[config.mk]
export PLATFORM = sky130hd
export DESIGN_NAME = updown_ctrl_flat
export DESIGN_NICKNAME = d
export VERILOG_FILES = /design/src/rtl/updown_ctrl_if.sv /design/src/rtl/updown_ctrl.sv /design/src/flat_wrapper.sv
export SDC_FILE = /design/constraint.sdc
export NUM_CORES = 1
export LEC_CHECK = 0
export ABC_AREA = 0
export CORE_MARGIN = 2
export CORE_UTILIZATION = 62
export CTS_BUF_LIST = sky130_fd_sc_hd__clkbuf_16
export DETAILED_ROUTE_END_ITERATION = 10
export HOLD_SLACK_MARGIN = 0.08
export MAX_ROUTING_LAYER = met4
export PLACE_DENSITY = 0.81
export SYNTH_ARGS = -nofsm -noshare
export SYNTH_HDL_FRONTEND = slang
export SYNTH_SLANG_ARGS = --single-unit
[constraint.sdc]
create_clock -name clk -period 2.5 [get_ports clk]
set_input_delay 0.5 -clock clk [delete_from_list [all_inputs] [get_ports clk]]
set_output_delay 0.5 -clock clk [all_outputs]
set_load 0.005 [all_outputs]
[src/rtl/updown_ctrl_if.sv]
// Button inputs and step/status outputs of the run/direction controller.
interface updown_ctrl_if;
  logic       btn_run;
  logic       btn_dir;
  logic [1:0] U_D;
  logic       running;
  logic       dir_down;

  // Stimulus / consumer side: drives raw buttons, observes outputs.
  modport master (
    output btn_run, btn_dir,
    input  U_D, running, dir_down
  );

  // Controller side.
  modport slave (
    input  btn_run, btn_dir,
    output U_D, running, dir_down
  );
endinterface

[src/rtl/updown_ctrl.sv]
// Run/direction controller: conditions two raw buttons, tracks RUN/STOP and
// direction, and emits one-cycle U_D step commands every TICK_DIV cycles.
module updown_ctrl #(
  parameter int unsigned TICK_DIV  = 100_000_000,
  parameter int unsigned DB_CYCLES = 1_000_000
) (
  input  logic         clk,
  input  logic         sys_rst_n,
  updown_ctrl_if.slave bus
);
  localparam int unsigned NB = 2;                       // 0: run, 1: dir
  localparam int unsigned CW = $clog2(DB_CYCLES + 1);
  localparam int unsigned PW = $clog2(TICK_DIV);
  localparam logic [CW-1:0] DB_LAST = CW'(DB_CYCLES - 1);
  localparam logic [PW-1:0] P_LAST  = PW'(TICK_DIV - 1);

  typedef enum logic {ST_STOP, ST_RUN} state_t;

  logic [NB-1:0] raw;
  logic [NB-1:0] press;

  assign raw = {bus.btn_dir, bus.btn_run};

  generate
    for (genvar i = 0; i < NB; i++) begin : g_btn
      logic          s1, s2, db, db_d;
      logic [CW-1:0] cnt;

      // Synchronize, then accept a new level only after DB_CYCLES
      // consecutive samples that disagree with the current debounced level.
      always_ff @(posedge clk or negedge sys_rst_n) begin
        if (!sys_rst_n) begin
          s1   <= 1'b0;
          s2   <= 1'b0;
          db   <= 1'b0;
          db_d <= 1'b0;
          cnt  <= '0;
        end else begin
          s1   <= raw[i];
          s2   <= s1;
          db_d <= db;
          if (s2 == db) begin
            cnt <= '0;
          end else if (cnt == DB_LAST) begin
            db  <= s2;
            cnt <= '0;
          end else begin
            cnt <= cnt + CW'(1);
          end
        end
      end

      // Rising edge of the debounced level only; releases are ignored.
      assign press[i] = db & ~db_d;
    end
  endgenerate

  state_t        state;
  logic [PW-1:0] presc;
  logic [1:0]    ud_q;
  logic          run_q;
  logic          dir_q;
  logic          tc;

  // Terminal count: last prescaler cycle of a RUN period.
  assign tc = (state == ST_RUN) && (presc == P_LAST);

  // Run/stop FSM, prescaler, direction flag and registered step output.
  // The step pulse is launched from the pre-edge direction, so a dir press
  // landing on the terminal count only affects later pulses.
  always_ff @(posedge clk or negedge sys_rst_n) begin
    if (!sys_rst_n) begin
      state <= ST_STOP;
      presc <= '0;
      ud_q  <= 2'b00;
      run_q <= 1'b0;
      dir_q <= 1'b0;
    end else begin
      ud_q <= tc ? (dir_q ? 2'b11 : 2'b01) : 2'b00;
      if (press[1]) dir_q <= ~dir_q;
      case (state)
        ST_STOP: begin
          presc <= '0;
          if (press[0]) begin
            state <= ST_RUN;
            run_q <= 1'b1;
          end
        end
        ST_RUN: begin
          if (press[0]) begin
            state <= ST_STOP;
            run_q <= 1'b0;
            presc <= '0;
          end else begin
            presc <= tc ? '0 : presc + PW'(1);
          end
        end
        default: begin
          state <= ST_STOP;
          run_q <= 1'b0;
          presc <= '0;
        end
      endcase
    end
  end

  assign bus.U_D      = ud_q;
  assign bus.running  = run_q;
  assign bus.dir_down = dir_q;
endmodule

[src/flat_wrapper.sv]
// flat-port wrapper written by rule: the top's interface ports become plain ports
module updown_ctrl_flat 
#(
  parameter int unsigned TICK_DIV  = 100_000_000,
  parameter int unsigned DB_CYCLES = 1_000_000
)
  (clk, sys_rst_n, bus_btn_run, bus_btn_dir, bus_U_D, bus_running, bus_dir_down);
  updown_ctrl_if bus_i ();
  input  logic clk;
  input  logic sys_rst_n;
  input wire logic [$bits(bus_i.btn_run)-1:0] bus_btn_run;
  input wire logic [$bits(bus_i.btn_dir)-1:0] bus_btn_dir;
  output wire logic [$bits(bus_i.U_D)-1:0] bus_U_D;
  output wire logic [$bits(bus_i.running)-1:0] bus_running;
  output wire logic [$bits(bus_i.dir_down)-1:0] bus_dir_down;
  assign bus_i.btn_run = bus_btn_run;
  assign bus_i.btn_dir = bus_btn_dir;
  assign bus_U_D = bus_i.U_D;
  assign bus_running = bus_i.running;
  assign bus_dir_down = bus_i.dir_down;
  updown_ctrl #(.TICK_DIV(TICK_DIV), .DB_CYCLES(DB_CYCLES)) u_core (.clk(clk), .sys_rst_n(sys_rst_n), .bus(bus_i));
endmodule
==> run metrics <==
DIE AREA 6936 µm²; ratio of cells with drive above 1 in the final layout 0.07022; crit-path max FO 14; transition time of the tightest slew-check pin about 0.73 ns; Synth Instances 398; # diodes 0; Worst slew margin 0.5068; critical path type flop to flop; CP arrival 2.26 ns; Worst R2R End u_core.presc[23]; area share of and/or/nand/nor cells after synthesis 0.2770; # rows 28; # hold bufs at CTS 0; Die Span Y ~83 µm; initial antenna violation count 0; Clock Tree Buf Depth 2; Via Count 2925; clk sink count 80; worst reg2reg setup slack between 0.4 and 0.5 ns; Setup crit end kind flop; PwrDens ~620 nW/µm²; Tmin final 2.057 ns; Post-Syn Area per Cell around 9.8 µm²; adder and majority gate portion of the synthesized area 0.01605; clock skew between 0.005 and 0.006 ns; post-cts repair resize count 0; total design power 2.682 mW; # setup viols final 0; top-level port count 8; Fin Setup TNS 0 ns; vias in the first global route ~3000; DR WL/cell 15.60 µm; R2R depth 5; synth-to-layout area growth 11.14%; crit path from u_core.presc[8]; area of the core 5991 µm²; Global Route Usage Sum 0.2501; Final Hold Vio Count 0; CTS buffer count 9; worst path required time 2.70 ns; leak pwr 1.780 nW; first-pass GRT wire length 13.48 mm; main combinational cell family by area after synthesis simple AND/OR/NAND/NOR gates; Mapped Nets 407; Port Buffer Count 7; Critical R2R Launch u_core.presc[8]; gr ovfl total 0; setup repair bufs after CTS 0; most frequent cells in the layout nor2_1, dfrtp_1, xnor2_1; clock-pin slew on the worst setup and hold paths about 0.06 ns; Post-DRT Antenna Nets 0; routed vias/inst 5.994; Synth Cell Area between 3000 and 4000 µm²; outcome finished clean; RSZ-0062 raised after global routing false; Final Core Density 0.7231; CTS tree built; type of the most critical hold path input pin to async pin; layout net count 417; Synth Register Bits 80; XOR/XNOR Fraction of Synth Area 0.1236; CP max stage delay roughly 0.56 ns; htree depth 3; Die W ~83 µm; Root Buffer clkbuf_16; Iteration-0 DRC Markers 135; Starting Density 0.6506; period utilization 0.8229; Routed WL 7.614 mm; max-cap violations 0; area fraction in compound gates after synthesis 0.03563; Max VDD drop 0.5126 mV; CP Launch Type flop; residual DRC count 0; multiplexer area fraction after synthesis 0.005778; detailed placement HPWL 4.934 mm; Syn. warnings 0; share of the yosys chip area belonging to registers 0.5136; largest net degree at the start of global routing 48; GPL Wtd Cong ~0.85; slowest CP cell or4_4; Cell variety after synth 39; critical path capture point u_core.presc[23]; Final Max Tran Viols 0; Pre-Repair DR Iteration Count 4; worst-skew pair later-pin latency 0.34 ns; Fmax 486.1 MHz; critical-path cell list nor4_1 > nand4_1 > or4_4 > o21ai_4 > nor2_1
## cells in the mapped netlist
library cell / n / area share
dfrtp_1: 80 / 0.51
nor2_1: 80 / 0.077
xnor2_1: 31 / 0.070
nand2_1: 28 / 0.027
nand3_1: 28 / 0.036
xor2_1: 24 / 0.054
nand4_1: 20 / 0.032
nor4_1: 12 / 0.019
inv_1: 10 / 0.0096
and4_1: 9 / 0.020
nor3_1: 9 / 0.012
and3_1: 7 / 0.011
a21oi_1: 6 / 0.0077
clkbuf_1: 6 / 0.0058
ha_1: 5 / 0.016
and2_1: 4 / 0.0064
buf_2: 4 / 0.0051
nand2b_1: 3 / 0.0048
nor4b_1: 3 / 0.0067
or4_1: 3 / 0.0058
a31o_2: 2 / 0.0045
a31oi_1: 2 / 0.0032
a41o_1: 2 / 0.0051
a41oi_1: 2 / 0.0045
buf_6: 2 / 0.0058
mux2_2: 2 / 0.0058
or2_2: 2 / 0.0032
a32oi_1: 1 / 0.0022
buf_4: 1 / 0.0019
nand3b_1: 1 / 0.0019
nand4b_1: 1 / 0.0022
nor2b_1: 1 / 0.0016
nor4b_2: 1 / 0.0039
o211ai_1: 1 / 0.0019
o21ai_4: 1 / 0.0042
o311ai_1: 1 / 0.0022
or2_1: 1 / 0.0016
or3_1: 1 / 0.0016
or4_4: 1 / 0.0029
## registers in the layout, summed over array words and instances (netlist names)
name                 cells
u_core.bus.dir_down      1
u_core.g_btn.cnt        40
u_core.g_btn.s1          2
u_core.bus.running       1
u_core.g_btn.s2          2
u_core.g_btn.db_d        2
u_core.presc            27
u_core.bus.U_D           2
u_core.state             1
u_core.g_btn.db          2
## worst max-delay path, delay by kind of cell, from the launching register on
kind	cells	cell delay, ns
flip-flops	1	0.46
AO/OA/AOI/OAI	1	0.37
AND/OR/NAND/NOR	4	1.09
## per-layer routing
layer | routed length (µm) | GRT usage | part of all wire
met4 | 187 | 0.1475 | 0.025
met3 | 300 | 0.04076 | 0.039
met5 | 0 | - | 0
met1 | 3396 | 0.3141 | 0.45
met2 | 3730 | 0.3849 | 0.49
## area by class of cell
cell class | instances | area, µm²
sequential | 80 | 2002
multi-input combinational | 295 | 1785
fill | 427 | 1659
clock buffer | 9 | 225.2
timing repair buffer | 12 | 117.6
tap | 75 | 93.84
clock inverter | 7 | 70.07
inverter | 10 | 37.54
## where the power goes
part,switching (mW),internal (mW),total [mW]
logic,0.0447,0.0188,0.0635
clock network,0.529,0.773,1.30
registers,0.0104,1.31,1.32
total,0.584,2.10,2.68
## kinds of logic (layout without fill, tap and decap cells)
logic type | count (synthesis) | count (layout)
buffers and inverters | 23 | 38
xor gates and xnor gates | 55 | 55
DFF | 80 | 80
and+or+nand+nor | 215 | 215
AOI/OAI and AO/OA | 18 | 18
adders and majority gates | 5 | 5
muxes | 2 | 2
## how the worst min path moves through the flow
stage	depth (start not counted)	slack, ns	endpoint	start
after CTS	1	0.13	u_core.presc[22]	sys_rst_n
after detailed placement	0	0.34	u_core.g_btn[0].s2	u_core.g_btn[0].s1
final	1	0.11	u_core.presc[22]	sys_rst_n
after global routing	1	0.15	u_core.presc[22]	sys_rst_n
after global placement	0	0.34	u_core.g_btn[0].s2	u_core.g_btn[0].s1
after floorplan	0	0.20	u_core.bus.U_D[0]	sys_rst_n
## stage by stage
stage	cell area, µm²	hold WS, ns	setup WS (ns)	instances
2_1_floorplan	3897	0.2044	0.5955	398
3_3_place_gp	4036	0.3357	0.5177	472
3_5_place_dp	4036	0.3378	0.4602	472
4_1_cts	4332	0.1280	0.4444	488
5_1_grt	4332	0.1490	0.3099	488
6_report	4332	0.1149	0.4428	488
Power figures use the tool's default switching activity.
